**config.mk**
```make
export PLATFORM = sky130hd
export DESIGN_NAME = bram_cloud_loader
export DESIGN_NICKNAME = d
export VERILOG_FILES = /design/src/rtl/bram_cloud_loader.sv
export SDC_FILE = /design/constraint.sdc
export NUM_CORES = 1
export LEC_CHECK = 0
export BUFFER_PORTS_ARGS = -buffer_cell sky130_fd_sc_hd__clkbuf_2
export CELL_PAD_IN_SITES_DETAIL_PLACEMENT = 1
export CELL_PAD_IN_SITES_GLOBAL_PLACEMENT = 1
export CORE_AREA = 4 4 388 390
export DETAILED_ROUTE_END_ITERATION = 8
export DIE_AREA = 0 0 392 394
export MAX_ROUTING_LAYER = met4
export PLACE_DENSITY = 0.41
export SLEW_MARGIN = 10
export SYNTH_ARGS = -nofsm -noshare
export SYNTH_HDL_FRONTEND = slang
export SYNTH_SLANG_ARGS = --single-unit
```
**constraint.sdc**
```tcl
create_clock -name clock -period 33.2 [get_ports clock]
set_clock_uncertainty 0.1 [all_clocks]
set_input_delay 4.98 -clock clock [delete_from_list [all_inputs] [get_ports clock]]
set_output_delay 4.98 -clock clock [all_outputs]
set_load 0.01 [all_outputs]
```
**src/rtl/bram_cloud_loader.sv**
```systemverilog
// Streams x/y/z points into 128-bit BRAM words, publishes the point count header, then polls z word 0 for done.
// Define READBACK_EN to add the m_* stream that replays the filtered cloud after done.
module bram_cloud_loader #(
  parameter int N          = 16,
  parameter int LANES      = 8,
  parameter int DATA_BASE  = 1,
  parameter int MAX_POINTS = 4096,
  parameter int POLL_GAP   = 16
) (
  input  logic           clock,
  input  logic           reset,
  input  logic           s_valid,
  output logic           s_ready,
  input  logic [N-1:0]   s_x,
  input  logic [N-1:0]   s_y,
  input  logic [N-1:0]   s_z,
  input  logic           s_last,
  output logic [31:0]    addr_x,
  output logic [31:0]    addr_y,
  output logic [31:0]    addr_z,
  output logic [127:0]   write_in_x,
  output logic [127:0]   write_in_y,
  output logic [127:0]   write_in_z,
  input  logic [127:0]   read_out_x,
  input  logic [127:0]   read_out_y,
  input  logic [127:0]   read_out_z,
  output logic           en_x,
  output logic           en_y,
  output logic           en_z,
  output logic           rst_x,
  output logic           rst_y,
  output logic           rst_z,
  output logic [15:0]    we_x,
  output logic [15:0]    we_y,
  output logic [15:0]    we_z,
  output logic           busy,
  output logic           cloud_done,
  output logic [31:0]    point_count
`ifdef READBACK_EN
  ,
  output logic           m_valid,
  input  logic           m_ready,
  output logic [N-1:0]   m_x,
  output logic [N-1:0]   m_y,
  output logic [N-1:0]   m_z,
  output logic           m_last
`endif
);

  localparam int LW = $clog2(LANES);
  localparam int PW = $clog2(POLL_GAP + 1);
  localparam logic [LW-1:0] LAST_LANE = LW'(LANES - 1);
  localparam logic [PW-1:0] GAP       = PW'(POLL_GAP);
  localparam logic [31:0]   BASE_ADDR = 32'(DATA_BASE);
  localparam logic [31:0]   MAX_CNT   = 32'(MAX_POINTS);

  typedef enum logic [2:0] {IDLE, FILL, WRITE, HDR, POLL, DONE, RB} state_t;

  state_t          state_q, state_d;
  logic            init_q, init_d;
  logic [LW-1:0]   lane_q, lane_d;
  logic [31:0]     word_q, word_d;
  logic [31:0]     cnt_q, cnt_d;
  logic            last_q, last_d;
  logic            pend_q, pend_d;
  logic [PW-1:0]   poll_q, poll_d;
  logic [127:0]    bx_q, bx_d, by_q, by_d, bz_q, bz_d;
  logic [31:0]     cnt_base;
  logic            is_last;
`ifdef READBACK_EN
  logic [31:0]     rb_idx_q, rb_idx_d;
  logic            bvalid_q, bvalid_d;
`else
  logic            unused_rd;
  assign unused_rd = ^{read_out_x, read_out_y, read_out_z[127:1]};
`endif

  assign rst_x       = 1'b0;
  assign rst_y       = 1'b0;
  assign rst_z       = 1'b0;
  assign point_count = cnt_q;

  always_comb begin
    state_d = state_q;
    init_d  = 1'b1;
    lane_d  = lane_q;
    word_d  = word_q;
    cnt_d   = cnt_q;
    last_d  = last_q;
    pend_d  = pend_q;
    poll_d  = poll_q;
    bx_d    = bx_q;
    by_d    = by_q;
    bz_d    = bz_q;
    s_ready = 1'b0;
    busy    = 1'b0;
    cloud_done = 1'b0;
    addr_x = '0; addr_y = '0; addr_z = '0;
    write_in_x = '0; write_in_y = '0; write_in_z = '0;
    en_x = 1'b0; en_y = 1'b0; en_z = 1'b0;
    we_x = '0; we_y = '0; we_z = '0;
    cnt_base = cnt_q;
    is_last  = 1'b0;
`ifdef READBACK_EN
    rb_idx_d = rb_idx_q;
    bvalid_d = bvalid_q;
    m_valid  = 1'b0;
    m_last   = 1'b0;
    m_x = '0; m_y = '0; m_z = '0;
`endif
    case (state_q)
      IDLE: begin
        s_ready  = init_q;
        cnt_base = '0;
      end
      FILL: begin
        s_ready = (cnt_q != MAX_CNT);
        busy    = 1'b1;
      end
      WRITE: begin
        busy = 1'b1;
        en_x = 1'b1; en_y = 1'b1; en_z = 1'b1;
        we_x = '1; we_y = '1; we_z = '1;
        addr_x = word_q; addr_y = word_q; addr_z = word_q;
        write_in_x = bx_q; write_in_y = by_q; write_in_z = bz_q;
        // Buffers are cleared after each write so a partial last word carries zero lanes.
        bx_d = '0; by_d = '0; bz_d = '0;
        lane_d  = '0;
        word_d  = word_q + 32'd1;
        state_d = last_q ? HDR : FILL;
      end
      HDR: begin
        busy = 1'b1;
        en_x = 1'b1; en_y = 1'b1; en_z = 1'b1;
        we_x = '1; we_y = '1; we_z = '1;
        write_in_x = {96'd0, cnt_q};
        write_in_y = {96'd0, cnt_q};
        poll_d  = '0;
        pend_d  = 1'b0;
        state_d = POLL;
      end
      POLL: begin
        busy = 1'b1;
        if (pend_q) begin
          pend_d = 1'b0;
          if (read_out_z[0]) state_d = DONE;
        end
        if (poll_q == GAP) begin
          en_z   = 1'b1;
          poll_d = '0;
          pend_d = 1'b1;
        end else begin
          poll_d = poll_q + 1'b1;
        end
      end
      DONE: begin
        cloud_done = 1'b1;
        word_d = BASE_ADDR;
        lane_d = '0;
        pend_d = 1'b0;
`ifdef READBACK_EN
        rb_idx_d = '0;
        bvalid_d = 1'b0;
        state_d  = RB;
`else
        state_d  = IDLE;
`endif
      end
`ifdef READBACK_EN
      RB: begin
        m_valid = bvalid_q;
        m_x = bx_q[N*lane_q +: N];
        m_y = by_q[N*lane_q +: N];
        m_z = bz_q[N*lane_q +: N];
        m_last = bvalid_q && (rb_idx_q == cnt_q - 32'd1);
        // The x/y/z pack buffers double as the readback skid word.
        if (pend_q) begin
          bx_d = read_out_x; by_d = read_out_y; bz_d = read_out_z;
          bvalid_d = 1'b1;
          pend_d   = 1'b0;
        end else if (!bvalid_q) begin
          en_x = 1'b1; en_y = 1'b1; en_z = 1'b1;
          addr_x = word_q; addr_y = word_q; addr_z = word_q;
          word_d = word_q + 32'd1;
          pend_d = 1'b1;
        end
        if (bvalid_q && m_ready) begin
          rb_idx_d = rb_idx_q + 32'd1;
          lane_d   = lane_q + 1'b1;
          if (m_last) begin
            bx_d = '0; by_d = '0; bz_d = '0;
            bvalid_d = 1'b0;
            lane_d   = '0;
            word_d   = BASE_ADDR;
            state_d  = IDLE;
          end else if (lane_q == LAST_LANE) begin
            bvalid_d = 1'b0;
          end
        end
      end
`endif
      default: state_d = IDLE;
    endcase
    if (s_valid && s_ready) begin
      bx_d[N*lane_q +: N] = s_x;
      by_d[N*lane_q +: N] = s_y;
      bz_d[N*lane_q +: N] = s_z;
      cnt_d   = cnt_base + 32'd1;
      is_last = s_last || (cnt_d == MAX_CNT);
      last_d  = is_last;
      if (is_last || lane_q == LAST_LANE) begin
        state_d = WRITE;
      end else begin
        lane_d  = lane_q + 1'b1;
        state_d = FILL;
      end
    end
  end

  always_ff @(posedge clock or posedge reset) begin
    if (reset) begin
      state_q <= IDLE;
      init_q  <= 1'b0;
      lane_q  <= '0;
      word_q  <= BASE_ADDR;
      cnt_q   <= '0;
      last_q  <= 1'b0;
      pend_q  <= 1'b0;
      poll_q  <= '0;
      bx_q    <= '0;
      by_q    <= '0;
      bz_q    <= '0;
`ifdef READBACK_EN
      rb_idx_q <= '0;
      bvalid_q <= 1'b0;
`endif
    end else begin
      state_q <= state_d;
      init_q  <= init_d;
      lane_q  <= lane_d;
      word_q  <= word_d;
      cnt_q   <= cnt_d;
      last_q  <= last_d;
      pend_q  <= pend_d;
      poll_q  <= poll_d;
      bx_q    <= bx_d;
      by_q    <= by_d;
      bz_q    <= bz_d;
`ifdef READBACK_EN
      rb_idx_q <= rb_idx_d;
      bvalid_q <= bvalid_d;
`endif
    end
  end

endmodule

```
Word level (Yosys, flattened, before mapping)
Index checks and enable logic that the tools add are counted.
{"block": "word_totals", "register_bits": 462, "in_bits": 436, "output_inout_bits": 569, "elab_cells": 79}
{"block": "op_classes", "add_sub_neg": 5, "n_eq_ne": 12, "shift": 4, "n_mux": 34, "reduce_logical": 13}
{"op": "128-bit two-way mux", "n": 7}
{"op": "128-bit case mux with 2 select lines", "n": 2}
{"op": "128-bit bitwise mux", "n": 3}
{"op": "16-bit by 34-bit indexed part select with 128-bit output", "n": 3}
{"op": "16-bit by 34-bit variable shift with 128-bit output (first input constant)", "n": 1}
{"op": "32-bit by 1-bit adder with 32-bit output (second input constant)", "n": 2}
{"op": "32-bit two-way mux", "n": 2}
{"op": "32-bit case mux with 2 select lines", "n": 1}
{"op": "7-bit negation with 34-bit output", "n": 1}
{"op": "32-bit by 13-bit equality test with 1-bit output (second input constant)", "n": 1}
{"op": "32-bit by 13-bit inequality test with 1-bit output (second input constant)", "n": 1}
{"op": "3-bit two-way mux", "n": 6}
{"op": "16-bit two-way mux", "n": 1}
{"op": "3-bit case mux with 4 select lines", "n": 1}
{"op": "5-bit case mux with 2 select lines", "n": 1}
{"op": "3-bit equality test (second input constant)", "n": 3}
{"op": "2-bit OR reduction", "n": 4}
{"op": "3-bit by 2-bit equality test with 1-bit output (second input constant)", "n": 2}
{"op": "3-bit inequality test (second input constant)", "n": 2}
{"op": "1-bit case mux with 2 select lines", "n": 3}
{"op": "2-bit nonzero test", "n": 3}
{"op": "5-bit by 1-bit adder with 5-bit output (second input constant)", "n": 1}
{"op": "5-bit equality test (second input constant)", "n": 1}
{"op": "5-bit two-way mux", "n": 1}
{"op": "other kinds (10)", "n": 15}

Depth between registers and ports, before layout
Gate-level depths: netlist of run 1.
{"block": "logic_depth", "word_depth": 8, "depth_mapped": 15, "depth_no_buf": 11}

Worst setup path after synthesis of run 1
No wires, ideal clock.
{"block": "synth_timing", "kind": "register to output", "from": "reg state_q[2]", "to": "out addr_y[21]", "t_arrival_ns": 2.727, "required_ns": 28.120, "slack_ns": 25.393, "path_stages_with_launch": 11, "path_buffers": 6, "cell_sequence": "dfrtp_1 > buf_2 > nand2b_1 > clkbuf_1 > inv_1 > nand2b_1 > clkbuf_1 > clkbuf_1 > buf_1 > nor2_1 > buf_4"}
{"block": "synth_via", "elab_chain_cells": 2}
{"item": "start, declared", "line_no": "59", "source": "state_t state_q, state_d;"}
{"item": "start signal, assigned", "line_no": "238", "source": "state_q <= state_d;"}
{"item": "3-bit by 2-bit equality test with 1-bit output"}
{"item": "32-bit two-way mux"}
{"item": "end, declared", "line_no": "19", "source": "output logic [31:0] addr_y,"}
No other way between the ends.

Final worst setup path of run 1
{"block": "layout_timing", "from": "reg state_q[0]", "to": "out write_in_z[6]"}
{"block": "layout_via", "elab_chain_cells": 2}
{"item": "3-bit by 2-bit equality test with 1-bit output", "line_no": "111", "source": "case (state_q)"}
{"item": "128-bit two-way mux", "line_no": "111"}
{"item": "end, declared", "line_no": "23", "source": "output logic [127:0] write_in_z,"}
No other way between the ends.

==> flow_metrics.env, run 1 <==
export IMPL_outcome="finished clean"
export IMPL_crit_path_cell_trace="nor3b_2, buf_4, buf_4, and2_1, clkbuf_2"
export IMPL_critical_path_slowest_cell="buf_4"
export IMPL_grt_use_met1=0.221
export IMPL_cts_num_sinks=462
export IMPL_relSlewSlack=0.310
export IMPL_holdWs_ns=0.377
export IMPL_final_min_clock_period_ns=8.89
export IMPL_floorplan_die_area_um2=154000
export IMPL_coreArea_um2=147000
export IMPL_syn_area_per_cell_um2=9.02
export IMPL_synth_edf_count=0
export IMPL_yosys_most_used_dff="dfrtp_1"
export IMPL_static_leakage_power_nw=16.4
export IMPL_post_cts_resize_count=0
export IMPL_grt_use_met2=0.234
export IMPL_std_cell_rows=141
export IMPL_grt_util_all_layers=0.161
export IMPL_grt_busiest_layer="met2"
export IMPL_drcViolationCount=0
export IMPL_critical_path_peak_fanout=103
export IMPL_worstPathBufferInverterCount=3
export IMPL_drive_gt1_frac=0.247
export IMPL_place_area_um2=29100
export IMPL_finalNetCount=3624
export IMPL_critical_path_top_delay_family="buffers and inverters"
export IMPL_number_of_buffers_created_by_cts=68
export IMPL_synthMostInstantiatedCell="nand2_1"
export IMPL_synth_largest_area_cell="dfrtp_1"
export IMPL_count_of_tritonroute_iterations_in_the_first_routing_pass=5
export IMPL_num_io_pins=1005
export IMPL_via_count=21238
export IMPL_finalPower_mw=2.39
export IMPL_cp_data_required_time_ns=28.12
export IMPL_min_period_over_period=0.268
export IMPL_effective_utilization_at_floorplan=0.170
export IMPL_timing_critical_path_to_type="primary output"
export IMPL_globalRouteOverflowTotal=0
export IMPL_wirelength_um=124000
export IMPL_max_cap_viol_count=0
export IMPL_areaGrowthSynthToFinish_pct=25.5
export IMPL_post_synth_instance_area_um2=25000
export IMPL_worstMarginPinSlew_ns=1.03
export IMPL_hp_class="reg -> reg"
export IMPL_ctsHtreeMaxLevel=3
export IMPL_post_drt_wl_per_cell_um=24.0
export IMPL_synth_warning_count=0
export IMPL_io_buf_count=618
export IMPL_layout_filler_cells=17324
export IMPL_gpl_final_weighted_congestion=0.755
export IMPL_post_route_cell_area_um2=31400
export IMPL_cts_root_to_sink_buffers=3
export IMPL_grt_antenna_before_repair=14
export IMPL_cts_tree="built"
export IMPL_drt_antenna_violating_nets=0
export IMPL_fin_tns_setup_ns=0
export IMPL_cpMostUsedCell="buf_4"
export IMPL_clock_fmax_ghz=0.113
export IMPL_worstPathArrival_ns=3.81
export IMPL_report_final_slew_viol_count=0
export IMPL_clk_latency_worst_skew_pair_ns=0.65
export IMPL_report_final_setup_viol=0
export IMPL_post_synth_inst_count=2770
export IMPL_cellPowerDensity_nw_per_um2=76.1
export IMPL_synth_largest_type_area_fraction=0.461
export IMPL_setup_repair_after_global_routing_missed_its_margin="no"
export IMPL_async_reset_ff_frac=1.00
export IMPL_sequential_cell_area_um2=11600
export IMPL_dp_hpwl_um=86300
export IMPL_synth_sequential_area_ratio=0.463
export IMPL_largest_net_degree_at_the_start_of_global_routing=182
export IMPL_via_per_inst=4.11
export IMPL_worst_setup_path_type="reg -> out"
export IMPL_cts_clk_slew_worst_paths_ns=0.06
export IMPL_ys_top_cells_by_count="nand2_1 (627), dfrtp_1 (461), and2_1 (362), mux2i_1 (304), o21ai_0 (156)"
export IMPL_ctsRootBufferMaster="clkbuf_16"
export IMPL_worst_ir_drop_vdd_uv=35.4
export IMPL_postSynthRegisterBits=462
export IMPL_crit_path_max_incr_delay_ns=0.84
export IMPL_wire_length_of_the_first_global_routing_pass_um=175000
export IMPL_globalRouteMet3Util=0.0501
export IMPL_hold_viol=0
export IMPL_cp_start_kind="register"
export IMPL_area_used_by_multi_input_combinational_logic_um2=11500
export IMPL_via_count_of_the_first_global_routing_pass=22224
export IMPL_yosysUniqueCellTypes=71
export IMPL_die_width_um=392
export IMPL_drtIter0Drc=1002
export IMPL_yosys_top_cells_area="dfrtp_1 (46%), mux2i_1 (12%), nand2_1 (9.4%)"
export IMPL_post_layout_utilization_of_the_core=0.213
export IMPL_postCtsSetupBuffers=0
export IMPL_cts_hold_repair_buffers=0
export IMPL_chipHeight_um=394
## flip-flops by register name, summed over array words and instances, names as in the netlist
| register | cells |
|---|---|
| state_q | 3 |
| pend_q | 1 |
| word_q | 32 |
| poll_q | 5 |
| last_q | 1 |
| by_q | 128 |
| init_q | 1 |
| lane_q | 3 |
| bz_q | 128 |
| bx_q | 128 |
| point_count | 32 |
## cell usage in the layout (no fill, tap or decap), types with 69 or more instances in the layout
master     instances
dfrtp_1          460
mux2i_1          304
o21ai_0          156
a21oi_1           80
and2_1           362
nand2_1          620
clkbuf_2         618
nand2b_1          69
nand3_1          101
clkbuf_16         70
## kinds of logic after synthesis
kind of cell    after synthesis  share of synthesized area
xor+xnor                     10                    0.00350
simple gates               1296                      0.256
buf+inv                     385                     0.0810
mux                         307                      0.123
compound gates              296                     0.0672
other cells                   2                   0.000300
fa+ha+maj                    12                    0.00601
flops                       462                      0.463
## worst reg2reg max path: cells and delay by family (launching register included)
kind,cells,cell delay [ns]
AND/OR/NAND/NOR,6,1.83
buffers and inverters,3,1.76
flip-flops,1,0.87
multiplexers,1,0.41
## metal layers
layer,vias up,routed length [um]
met3,89,9000
li1,9815,-
met5,-,0
met4,0,1860
met1,10747,60000
met2,587,53100
## power breakdown
| group | switching [mW] | internal [mW] | total, mW |
|---|---|---|---|
| combinational | 0.529 | 0.239 | 0.768 |
| clock | 0.296 | 0.444 | 0.740 |
| sequential | 0.120 | 0.760 | 0.880 |
## path summary, 6_finish.rpt
kind | startpoint | end | slack [ns] | cells past startpoint
min in group asynchronous | reset | by_q[105] | 4.34 | 2
min reg2reg | word_q[31] | word_q[31] | 0.38 | 1
min | word_q[31] | word_q[31] | 0.38 | 1
max | state_q[0] | write_in_z[6] | 24.31 | 5
max in group asynchronous | reset | word_q[29] | 24.86 | 6
max reg2reg | state_q[0] | by_q[121] | 28.14 | 10
## stage by stage
| stage | cells | setup slack [ns] |
|---|---|---|
| 2_1_floorplan | 2772 | 15.24 |
| 3_3_place_gp | 5036 | 23.89 |
| 3_5_place_dp | 5036 | 23.88 |
| 4_1_cts | 5154 | 24.19 |
| 5_1_grt | 5157 | 23.98 |
| 6_report | 5163 | 24.31 |
## area by class of cell
class / instances / area share
Multi-Input combinational cell: 1925 / 0.367
Antenna cell: 9 / 0.000718
Sequential cell: 462 / 0.369
Timing Repair Buffer: 659 / 0.109
Tap cell: 1930 / 0.0770
Clock inverter: 17 / 0.00710
Inverter: 60 / 0.00742
Clock buffer: 101 / 0.0631
(Power assumes the default switching activity.)
==> run 2, diff against run 1 <==
Settings changed: ABC_AREA set to 1, CORE_AREA 4 4 388 390 to 4 4 390 392, DIE_AREA 0 0 392 394 to 0 0 394 396, PLACE_DENSITY 0.41 to 0.43.
Clock period 33.2 ns to 7.8 ns, I/O delays scaled along.
==> run 2 against run 1 <==
Compared with the run above:
- flip-flop and latch count unchanged
- cell count increased by 9.4%
- via count increased by 10%
- critical path type unchanged
- critical endpoint is now write_in_z[69]
- largest power group is now combinational cells
==> flow_metrics.env, run 2 <==
export IMPL_outcome="finished clean"
export IMPL_worst_ir_drop_vdd_uv=225
export IMPL_max_cap_viol_count=0
export IMPL_min_period_over_period=0.734
export IMPL_place_area_um2=29600
export IMPL_pre_cts_ws_ns=2.61
export IMPL_areaGrowthSynthToFinish_pct=26.0
export IMPL_final_common_cell="nand2_1"
export IMPL_yosysUniqueCellTypes=47
export IMPL_yosys_most_used_dff="dfrtp_1"
export IMPL_ctsHtreeMaxLevel=3
export IMPL_floorplan_die_area_um2=156000
export IMPL_wire_length_of_the_first_global_routing_pass_um=188000
export IMPL_clock_fmax_ghz=0.175
export IMPL_count_of_tritonroute_iterations_in_the_first_routing_pass=5
export IMPL_relSlewSlack=0.260
export IMPL_chipHeight_um=396
export IMPL_report_final_setup_viol=0
export IMPL_worstMarginPinSlew_ns=1.11
export IMPL_internal_power_mw=6.36
export IMPL_num_io_pins=1005
export IMPL_syn_area_per_cell_um2=7.85
export IMPL_finalPower_mw=11.2
export IMPL_cp_data_required_time_ns=6.53
export IMPL_effective_utilization_at_floorplan=0.170
export IMPL_cellPowerDensity_nw_per_um2=351
export IMPL_cts_clk_slew_worst_paths_ns=0.05
export IMPL_layout_setup_ws_ns=2.07
export IMPL_part_of_the_power_in_combinational_logic=0.371
export IMPL_synth_sequential_area_ratio=0.457
export IMPL_gpl_final_weighted_congestion=0.865
export IMPL_post_synth_instance_area_um2=25300
export IMPL_final_min_clock_period_ns=5.73
export IMPL_via_per_inst=4.14
export IMPL_number_of_buffers_created_by_cts=68
export IMPL_largest_net_degree_at_the_start_of_global_routing=156
export IMPL_post_synth_inst_count=3228
export IMPL_ys_top_cells_by_count="nand2_1 (637), dfrtp_1 (461), inv_1 (454), nor2_1 (454), nand3_1 (247)"
export IMPL_worstPathArrival_ns=4.46
export IMPL_post_route_cell_area_um2=31900
export IMPL_yosys_top_cells_area="dfrtp_1 (46%), mux2i_1 (9.6%), nand2_1 (9.4%)"
export IMPL_synth_simple_area_share=0.235
export IMPL_total_switching_power_mw=4.85
export IMPL_adder_cell_fraction_of_synth_area=0.00593
export IMPL_synth_largest_type_area_fraction=0.456
export IMPL_synth_warning_count=0
export IMPL_synthMostInstantiatedCell="nand2_1"
export IMPL_postCtsSetupBuffers=0
export IMPL_synth_top_family_by_area="simple AND/OR/NAND/NOR gates"
export IMPL_wirelength_um=133000
export IMPL_crit_path_cell_trace="inv_1, nor2_4, nand2_4, buf_12, buf_4, nor2_1, clkbuf_2"
export IMPL_die_width_um=394
export IMPL_coreArea_um2=149000
export IMPL_critical_path_peak_fanout=155
export IMPL_postSynthRegisterBits=462
export IMPL_grt_antenna_before_repair=19
export IMPL_ctsRootBufferMaster="clkbuf_16"
export IMPL_std_cell_rows=142
export IMPL_hp_class="reg -> reg"
export IMPL_cts_tree="built"
export IMPL_synth_compound_area_share=0.0657
export IMPL_fin_tns_setup_ns=0
export IMPL_cts_root_to_sink_buffers=3
export IMPL_clk_latency_worst_skew_pair_ns=0.64
export IMPL_post_synth_mux_area_share=0.0964
export IMPL_worst_setup_path_type="reg -> out"
export IMPL_io_buf_count=618
export IMPL_report_final_slew_viol_count=0
export IMPL_drcViolationCount=0
export IMPL_synth_largest_area_cell="dfrtp_1"
export IMPL_holdWs_ns=0.382
export IMPL_static_leakage_power_nw=13.8
export IMPL_drtIter0Drc=1314
export IMPL_netSwitchingFraction=0.432
export IMPL_post_drt_wl_per_cell_um=23.5
export IMPL_hold_viol=0
export IMPL_finalNetCount=4090
export IMPL_setup_repair_after_global_routing_missed_its_margin="no"
export IMPL_share_seq_of_total_power=0.340
export IMPL_drive_gt1_frac=0.221
export IMPL_timing_critical_path_to_type="primary output"
export IMPL_critical_path_slowest_cell="nor2_4"
export IMPL_async_reset_ff_frac=1.00
export IMPL_via_count_of_the_first_global_routing_pass=24616
export IMPL_dp_hpwl_um=95400
export IMPL_crit_path_max_incr_delay_ns=0.72
export IMPL_cts_num_sinks=462
export IMPL_cts_hold_repair_buffers=0
export IMPL_reg_top3="bx_q: 128 flops, by_q: 128 flops, bz_q: 128 flops"
export IMPL_layout_common_cells="nand2_1 (635), clkbuf_2 (618), dfrtp_1 (460), inv_1 (452), nor2_1 (446)"
export IMPL_post_cts_resize_count=0
export IMPL_via_count=23358
export IMPL_globalRouteOverflowTotal=0
export IMPL_synth_edf_count=0
export IMPL_clockPowerShare=0.289
export IMPL_drt_antenna_violating_nets=0
export IMPL_post_synth_xor_area_fraction=0.00242
export IMPL_cp_start_kind="register"
export IMPL_grt_util_all_layers=0.171
-- run 2: power by group through the flow --
stage,clock network [mW],logic [mW],registers (mW)
global route,3.47,4.65,3.92
CTS,3.37,4.28,3.81
detailed placement,0,4.27,3.84
global placement,0,4.23,3.83
floorplan,0,2.73,3.68
finish,3.24,4.16,3.81
-- run 2: kinds of logic (layout without fill, tap and decap cells) --
group                      count (synthesis)  in the layout
muxes                                    244            244
adders and majority gates                 12             12
other                                      2             17
xor gates and xnor gates                   7              7
AOI/OAI and AO/OA                        306            306
and+or+nand+nor                         1419           1419
DFF                                      462            462
buffers and inverters                    776           1237
-- run 2: worst paths after layout --
check / to / depth (start not counted) / slack, ns / startpoint
max: write_in_z[69] / 7 / 2.07 / state_q[1]
min: word_q[31] / 1 / 0.38 / word_q[31]
max reg2reg: bz_q[79] / 12 / 2.82 / state_q[1]
min reg2reg: word_q[31] / 1 / 0.38 / word_q[31]
max in group asynchronous: lane_q[0] / 4 / 5.33 / reset
min in group asynchronous: bz_q[27] / 2 / 0.56 / reset
-- run 2: cell type report --
| cell class | count | area, um^2 |
|---|---|---|
| tap | 1944 | 2430 |
| clock buffer | 107 | 2080 |
| multi-input combinational | 1992 | 10400 |
| inverter | 460 | 1730 |
| sequential | 462 | 11600 |
| timing repair buffer | 658 | 3470 |
| clock inverter | 12 | 188 |
| fill | 17960 | 117000 |
| antenna | 13 | 32.5 |
-- run 2: critical path: cells and delay by family, from the launching register on --
family        cells  cell delay (ns)
simple gates      3             1.76
buf+inv           4             1.39
flops             1             0.42
-- run 2: metrics by stage --
step,std cells,util
2_1_floorplan,3230,-
3_3_place_gp,5516,0.199
3_5_place_dp,5516,0.199
4_1_cts,5635,0.214
5_1_grt,5645,0.214
6_report,5648,0.214
-- run 2: layer usage --
metal  track usage  vias up  wire length [um]
li1              -    10875                 -
met1         0.216    11516             59800
met2         0.253      862             56900
met3        0.0686      105             13100
met4        0.0434        0              2790
met5             -        -                 0
